`config.mk`:
```
export PLATFORM = sky130hd
export DESIGN_NAME = dac_playback
export DESIGN_NICKNAME = d
export VERILOG_FILES = /design/src/rtl/dac_playback.sv
export SDC_FILE = /design/constraint.sdc
export NUM_CORES = 1
export LEC_CHECK = 0
export CORE_AREA = 3 3 148 150
export DETAILED_ROUTE_END_ITERATION = 10
export DIE_AREA = 0 0 151 153
export SLEW_MARGIN = 20
export SYNTH_ARGS = -nofsm -noshare
export SYNTH_HDL_FRONTEND = slang
export SYNTH_SLANG_ARGS = --single-unit
```
`constraint.sdc`:
```
create_clock -name clk -period 7.8 [get_ports clk]
set_input_delay 0.78 -clock clk [delete_from_list [all_inputs] [get_ports clk]]
set_output_delay 0.78 -clock clk [all_outputs]
set_load 0.005 [all_outputs]
```
`src/rtl/dac_playback.sv`:
```
// Plays a captured buffer of NUM_SAMPLES 12-bit samples to an SPI DAC (MCP4921 write frames).
// Define DAC_LOOP_EN to keep replaying the captured buffer until stop is seen at a frame gap.
module dac_playback #(
    parameter int CLK_DIV     = 250,
    parameter int NUM_SAMPLES = 10,
    parameter int SAMPLE_W    = 12
) (
    input  logic                            clk,
    input  logic                            rst,
    input  logic                            start,
    input  logic                            stop,
    input  logic [NUM_SAMPLES*SAMPLE_W-1:0] storage,
    output logic                            CS,
    output logic                            SCK,
    output logic                            MOSI,
    output logic                            busy,
    output logic                            done,
    output logic [3:0]                      idx
);
    localparam int BUF_W = NUM_SAMPLES * SAMPLE_W;
    localparam int CNT_W = $clog2(CLK_DIV);

    typedef enum logic [2:0] {IDLE, LOAD, SHIFT, GAP, DONE} state_t;

    state_t               state;
    logic [CNT_W-1:0]     cnt;
    logic [5:0]           ph;
    logic [14:0]          sr;
    logic [BUF_W-1:0]     buffer;
    logic [SAMPLE_W-1:0]  samp [NUM_SAMPLES];
    logic [15:0]          first_word, next_word;
    logic [5:0]           t_nxt;
    logic [3:0]           nxt_idx;
    logic                 tick, last, finish;

    for (genvar i = 0; i < NUM_SAMPLES; i++) begin : g_samp
        assign samp[i] = buffer[(NUM_SAMPLES-1-i)*SAMPLE_W +: SAMPLE_W];
    end

    assign tick       = (cnt == CNT_W'(CLK_DIV - 1));
    assign t_nxt      = ph + 6'd1;
    assign last       = (idx == 4'(NUM_SAMPLES - 1));
    assign first_word = {4'b0011, storage[BUF_W-1 -: SAMPLE_W]};
    assign next_word  = {4'b0011, samp[nxt_idx]};

`ifdef DAC_LOOP_EN
    assign nxt_idx = last ? 4'd0 : idx + 4'd1;
    assign finish  = stop;
`else
    assign nxt_idx = idx + 4'd1;
    assign finish  = stop || last;
`endif

    // ph holds the tick number within the frame; every event fires on the tick that reaches t_nxt
    always_ff @(posedge clk or posedge rst) begin
        if (rst) begin
            state  <= IDLE;
            cnt    <= '0;
            ph     <= '0;
            sr     <= '0;
            buffer <= '0;
            CS     <= 1'b1;
            SCK    <= 1'b0;
            MOSI   <= 1'b0;
            busy   <= 1'b0;
            done   <= 1'b0;
            idx    <= '0;
        end else begin
            case (state)
                IDLE: begin
                    if (start) begin
                        buffer <= storage;
                        idx    <= '0;
                        cnt    <= '0;
                        ph     <= '0;
                        sr     <= first_word[14:0];
                        MOSI   <= first_word[15];
                        CS     <= 1'b0;
                        busy   <= 1'b1;
                        state  <= LOAD;
                    end
                end
                DONE: begin
                    done  <= 1'b0;
                    idx   <= '0;
                    state <= IDLE;
                end
                default: begin
                    cnt <= tick ? '0 : cnt + 1'b1;
                    if (tick) begin
                        ph <= t_nxt;
                        if (t_nxt <= 6'd32) begin
                            if (t_nxt[0]) begin
                                SCK <= 1'b1;
                            end else begin
                                SCK  <= 1'b0;
                                MOSI <= sr[14];
                                sr   <= {sr[13:0], 1'b0};
                            end
                        end
                        if (t_nxt == 6'd1)
                            state <= SHIFT;
                        if (t_nxt == 6'd33) begin
                            CS    <= 1'b1;
                            state <= GAP;
                        end
                        if (t_nxt == 6'd36) begin
                            if (finish) begin
                                done  <= 1'b1;
                                busy  <= 1'b0;
                                state <= DONE;
                            end else begin
                                idx   <= nxt_idx;
                                sr    <= next_word[14:0];
                                MOSI  <= next_word[15];
                                CS    <= 1'b0;
                                ph    <= '0;
                                state <= LOAD;
                            end
                        end
                    end
                end
            endcase
        end
    end
endmodule

```
==> metrics, run 1 <==
setup slack after layout 4.406 ns; Min Clock Period, post-route approximately 3.4 ns; final instance area 10,220 µm²; CTS tree built; largest net degree at the start of global routing 93; layout cells sized above 1 0.08734; die area 23,100 µm²; fin crit share 0.4351; reg-to-reg setup timing slack about 4.4 ns; initial drt markers 506; max-cap violations 0; antenna cells 0; placed inst area 9635 µm²; vias per cell 5.208; Leakage Power 4.817 nW; post-layout util 0.4906; DR vias about 6.7k; CTS Buf Count 17; DR WL met2 10,150 µm; RD Place Congestion 0.7912; Starting Density 0.3950; Sink Count between 150 and 200; Seq/Total Area, Yosys 0.4900; Rows 53; Peak Freq 294.7 MHz; clk slew on worst S/H paths ~0.070 ns; hold slack 0.4690 ns; clock root cell clkbuf_16; Async SR Flop Fraction 1.000; WL met1 about 10,000 µm; Final Hold Violating Endpoints 0; setup bufs post-CTS 0; Setup Viol. Count Final 0; final wirelength 21,830 µm; buffers added on ports 132; Placed Cells incl. Taps 1,262; PD cells ~170 nW/µm²; Worst Path Required between 8 and 9 ns; vias in the first global route 6,547; unrepaired setup endpoints after global routing no; syn nets just over 1k; drt pass-1 iters 5; Met3 Routed Length 1328 µm; gr usage total 0.1934; dpl ws 4.433 ns; post-route ant nets 0; Worst Tran Pin Value between 1 and 1.5 ns; Crit. End Element flop; core area 20,820 µm²; Rel. slew slack 0.3224; Hold-fix buffers, CTS 0; max-slew violations 0; Hold WC Path Type reg -> reg; initial antenna violation count 0; Setup TNS 0 ns; H-tree Lvls 4; first-pass GRT wire length 35,050 µm; Critical Path AT approximately 3.7 ns; total power between 1.5 and 2 mW; final setup skew roughly 0.013 ns; DR top layer met4; peak supply drop 0.1345 mV; drt drc 0; I/O pins 133; Clock Latency Late Sink 0.43 ns; Die H 153 µm; Post-synth EDFFs 0; Syn. warnings 0; Resized Gates After CTS 0; Distinct cells, synth 64; CP Class reg -> reg; status completed; Chip Width 151 µm; Syn Std Cell Area 8224 µm²; crit-path max FO 47; Area growth syn-to-layout 24.22%; Worst Setup Start Kind flop; Nets 1,137; non-filler cells, final between 1k and 1.5k; HPWL after DPL approximately 15,000 µm; Mean Syn Cell Area 9.087 µm²; clk buf depth 2; Top FF cell, synth dfrtp_1; Seq cells post-synth approximately 160; total gr overflow 0; Synth Instances 905; Routed WL per cell 16.87 µm
==> cells in the mapped netlist (3+ instances only) <==
cell | n | share of area
a31oi_1 | 4 | 0.0030
buf_4 | 4 | 0.0037
nand3_1 | 17 | 0.010
nor2_1 | 26 | 0.012
nor4_2 | 8 | 0.012
buf_6 | 6 | 0.0082
a21oi_1 | 28 | 0.017
o31ai_1 | 16 | 0.015
nand4_1 | 5 | 0.0038
nand2b_1 | 3 | 0.0023
mux4_2 | 23 | 0.063
nand2_1 | 382 | 0.17
o22ai_1 | 11 | 0.0084
inv_1 | 26 | 0.012
nor3_1 | 4 | 0.0024
dfrtp_1 | 160 | 0.49
o41ai_1 | 3 | 0.0032
nand3b_1 | 3 | 0.0027
xor2_1 | 3 | 0.0032
nor2b_1 | 6 | 0.0046
mux2i_1 | 20 | 0.024
or4_1 | 3 | 0.0027
clkbuf_1 | 34 | 0.016
clkinv_1 | 4 | 0.0018
o21ai_0 | 23 | 0.014
a22o_1 | 10 | 0.011
and2_1 | 3 | 0.0023
a21o_1 | 11 | 0.010
buf_2 | 8 | 0.0049
ha_1 | 7 | 0.011
==> power by group <==
group          switching (mW)  internal (mW)  total (mW)  leakage (nW)
Sequential                  0          0.835       0.835          2.19
Combinational          0.0323         0.0551      0.0875          2.34
Clock                   0.368          0.459       0.827         0.284
==> state kept, by name (all words and copies together), names as in the netlist <==
signal	count
busy	1
CS	1
idx	4
done	1
sr	15
SCK	1
MOSI	1
ph	6
state	3
buffer	120
cnt	8
==> worst max-delay path: stages, from the launching register on <==
cell and delay [ns]:
dfrtp_2 0.34, buf_4 0.61, ha_1 0.54, nor3_1 0.08
a31oi_1 0.75, o22ai_1 0.21, or4_1 0.54, nand3_1 0.11
nand3_1 0.08
==> cell type report <==
type                            count  area [µm²]
Inverter                           30       117.6
Clock inverter                     14       141.4
Sequential cell                   161        4031
Fill cell                        1982       10610
Timing Repair Buffer              139        1374
Tap cell                          275       344.1
Clock buffer                       18       439.2
Multi-Input combinational cell    657        3769
==> path summary, 6_finish.rpt <==
kind | start | endpoint | cells past startpoint
worst max-delay path | idx[0]$_DFFE_PP0P_ | sr[0]$_DFFE_PP0P_ | 8
worst min-delay path | buffer[114]$_DFFE_PP0P_ | buffer[114]$_DFFE_PP0P_ | 2
worst max register to register | idx[0]$_DFFE_PP0P_ | sr[0]$_DFFE_PP0P_ | 8
worst min register to register | buffer[114]$_DFFE_PP0P_ | buffer[114]$_DFFE_PP0P_ | 2
max in group asynchronous | rst | idx[0]$_DFFE_PP0P_ | 3
min in group asynchronous | rst | buffer[106]$_DFFE_PP0P_ | 2
==> layer usage <==
metal | track usage | vias up
li1 | - | 3230
met1 | 0.2911 | 3272
met2 | 0.2877 | 220
met3 | 0.04299 | 17
met4 | 0.04145 | 0
met5 | 0 | -
==> cell usage in the layout (no fill, tap or decap), types with 3 or more instances in the layout <==
| cell type | instances |
|---|---|
| nand3_1 | 17 |
| nand2b_1 | 3 |
| xor2_1 | 3 |
| nor4_2 | 8 |
| inv_6 | 7 |
| clkdlybuf4s50_1 | 132 |
| nand2_1 | 381 |
| nand4_1 | 5 |
| ha_1 | 7 |
| a21o_1 | 11 |
| clkinv_1 | 4 |
| o31ai_1 | 16 |
| nor3_1 | 4 |
| inv_8 | 3 |
| a22o_1 | 10 |
| mux2i_1 | 20 |
| o41ai_1 | 3 |
| clkbuf_16 | 17 |
| mux4_2 | 23 |
| o22ai_1 | 11 |
| or4_1 | 3 |
| a21oi_1 | 28 |
| buf_4 | 7 |
| nor2_1 | 26 |
| a31oi_1 | 4 |
| inv_1 | 25 |
| o21ai_0 | 23 |
| dfrtp_1 | 159 |
| nor2b_1 | 6 |
| nand3b_1 | 3 |
==> cell families (layout without fill, tap and decap cells) <==
group	after synthesis	after routing	share of synthesized area
AOI/OAI and AO/OA	128	128	0.1079
xor gates and xnor gates	3	3	0.003195
adders and majority gates	7	7	0.01065
buffers and inverters	87	201	0.05294
DFF	161	161	0.4900
muxes	44	44	0.09052
and+or+nand+nor	475	475	0.2448
Power figures use the tool's default switching activity.
==> run 2, diff against run 1 <==
- clock period: 7.8 -> 3 ns (I/O delays scaled with it)
==> metrics, run 2 (synthesis results as in run 1) <==
crit-path max FO 12 (-74%); biggest regs buffer x120, sr x15, cnt x8; final setup skew 0.01006 ns (-0.002500 ns); CP Class reg -> reg; Rows 53 (unchanged); clock root cell clkbuf_16; drt drc 0 (unchanged); Rel. slew slack 0.5266 (+0.2042); H-tree Lvls 4 (unchanged); antenna cells 0 (unchanged); Area growth syn-to-layout 25.91%; post-route ant nets 0 (unchanged); first-pass GRT wire length 35,000 µm (-0.14%); Setup Viol. Count Final 0 (unchanged); Flop pwr share 0.474 (-0.003); initial drt markers 432 (-15%); buffers added on ports 132 (unchanged); Critical Path AT 3.07 ns (-0.63 ns); fin crit share 0.9271 (+0.4921); Clock power frac 0.476 (+0.003); GR peak layer met2; I/O pins 133 (unchanged); Crit. End Element flop; Sink Count 161 (unchanged); initial antenna violation count 0 (unchanged); Die H 153 µm (unchanged); GR Util met1 0.2801 (-0.01095); Worst Tran Pin Value 0.7101 ns (-0.3062 ns); layout cells sized above 1 0.09709 (+0.009747); peak supply drop 0.3687 mV (+170%); Net Switching 1.045 mW (+160%); Chip Width 151 µm (unchanged); Hold-fix buffers, CTS 0 (unchanged); P_int 3.535 mW (+160%); final wirelength 22,020 µm (+0.86%); largest net degree at the start of global routing 130 (+40%); Min Clock Period, post-route 2.781 ns (-0.6122 ns); vias in the first global route 6,579 (+0.49%); gr usage total 0.1919 (-0.001520); vias per cell 5.159 (-0.95%); Leakage Power 4.890 nW (+1.5%); Setup TNS 0 ns (unchanged); status completed; unrepaired setup endpoints after global routing no; DR vias 6,732 (-0.10%); PD cells 442.3 nW/µm² (+160%); Starting Density 0.3950 (unchanged); most frequent cells in the layout 381 x nand2_1, 159 x dfrtp_1, 132 x clkdlybuf4s50_1; Routed WL per cell 16.87 µm (about the same); placed inst area 9754 µm² (+1.2%); setup bufs post-CTS 0 (unchanged); Biggest register buffer; HPWL after DPL 15,370 µm (+0.84%); clk slew on worst S/H paths 0.07 ns (about the same); Nets 1,148 (+0.97%); Worst Path Required 3.29 ns (-4.82 ns); Comb pwr share 0.050 (about the same); GR Layer Usage met2 0.2901 (+0.002339); CTS tree built; die area 23,100 µm² (unchanged); Final Hold Violating Endpoints 0 (unchanged); final instance area 10,350 µm² (+1.4%); RD Place Congestion 0.8350 (+5.5%); Resized Gates After CTS 0 (unchanged); max-cap violations 0 (unchanged); sw frac 0.2282 (-0.0006324); max reg flops 120 (unchanged); met3 usage 0.04566 (+0.002668); Clock Latency Late Sink 0.43 ns (about the same); CTS Buf Count 17 (unchanged); most common cell after layout, fill and taps aside nand2_1; drt pass-1 iters 5 (unchanged); core area 20,820 µm² (unchanged); Peak Freq 359.5 MHz (+22%); Hold WC Path Type in -> reg; Worst Setup Start Kind flop; max-slew violations 0 (unchanged); clk buf depth 2 (unchanged); total gr overflow 0 (unchanged)
==> run 2: cell types whose count changed in the layout (fill, tap and decap cells not counted), sizes merged <==
cell	before	now
buf	7	18
inv	35	30
clkbuf	18	19
clkinv	6	10
==> run 2: cell type report <==
class	instances	area (µm²)
Fill cell	1978	10470
Sequential cell	161	4031
Multi-Input combinational cell	657	3769
Timing Repair Buffer	150	1494
Clock buffer	19	452.9
Tap cell	275	344.1
Clock inverter	13	147.6
Inverter	30	116.4
==> run 2: path summary, 6_finish.rpt <==
check,slack [ns],startpoint,end,cells after the start
worst max register to register,0.22,idx[1]$_DFFE_PP0P_,sr[11]$_DFFE_PP0P_,9
worst max-delay path,0.22,idx[1]$_DFFE_PP0P_,sr[11]$_DFFE_PP0P_,9
min in group asynchronous,0.40,rst,buffer[95]$_DFFE_PP0P_,3
max in group asynchronous,2.03,rst,sr[12]$_DFFE_PP0P_,3
worst min-delay path,0.39,storage[104],buffer[104]$_DFFE_PP0P_,3
worst min register to register,0.47,buffer[42]$_DFFE_PP0P_,buffer[42]$_DFFE_PP0P_,2
==> run 2: power by group through the flow <==
stage          logic, mW  registers (mW)  clock network [mW]
3_3_place_gp       0.233            2.21                   0
4_1_cts            0.233            2.17                2.23
2_1_floorplan     0.0387            2.21                   0
6_report           0.229            2.17                2.18
5_1_grt            0.246            2.17                2.32
3_5_place_dp       0.232            2.21                   0
==> run 2: routing by layer <==
| metal | vias up | part of all wire |
|---|---|---|
| li1 | 3258 | - |
| met1 | 3263 | 0.47 |
| met2 | 186 | 0.46 |
| met3 | 25 | 0.055 |
| met4 | 0 | 0.015 |
| met5 | - | 0 |
==> run 2: worst max-delay path, cell delays in order (launching register included) <==
cell and delay (ns):
dfrtp_1 0.50, inv_1 0.09, ha_1 0.46, buf_4 0.26
nand3_1 0.09, a21o_1 0.37, a21oi_1 0.10, or4_1 0.56
nand3_1 0.12, o211ai_1 0.10
==> run 2: per-stage QoR <==
| stage | hold slack (ns) | instances | total power [mW] | utilization | setup WS, ns |
|---|---|---|---|---|---|
| after floorplan | 0.4054 | 905 | 2.251 | - | 0.6580 |
| after global placement | 0.4524 | 1273 | 2.444 | 0.4685 | 0.3631 |
| after detailed placement | 0.4579 | 1273 | 2.443 | 0.4685 | 0.2842 |
| after CTS | 0.3776 | 1305 | 4.628 | 0.4973 | 0.2609 |
| after global routing | 0.3911 | 1305 | 4.734 | 0.4973 | 0.09764 |
| final | 0.3917 | 1305 | 4.580 | 0.4973 | 0.2186 |
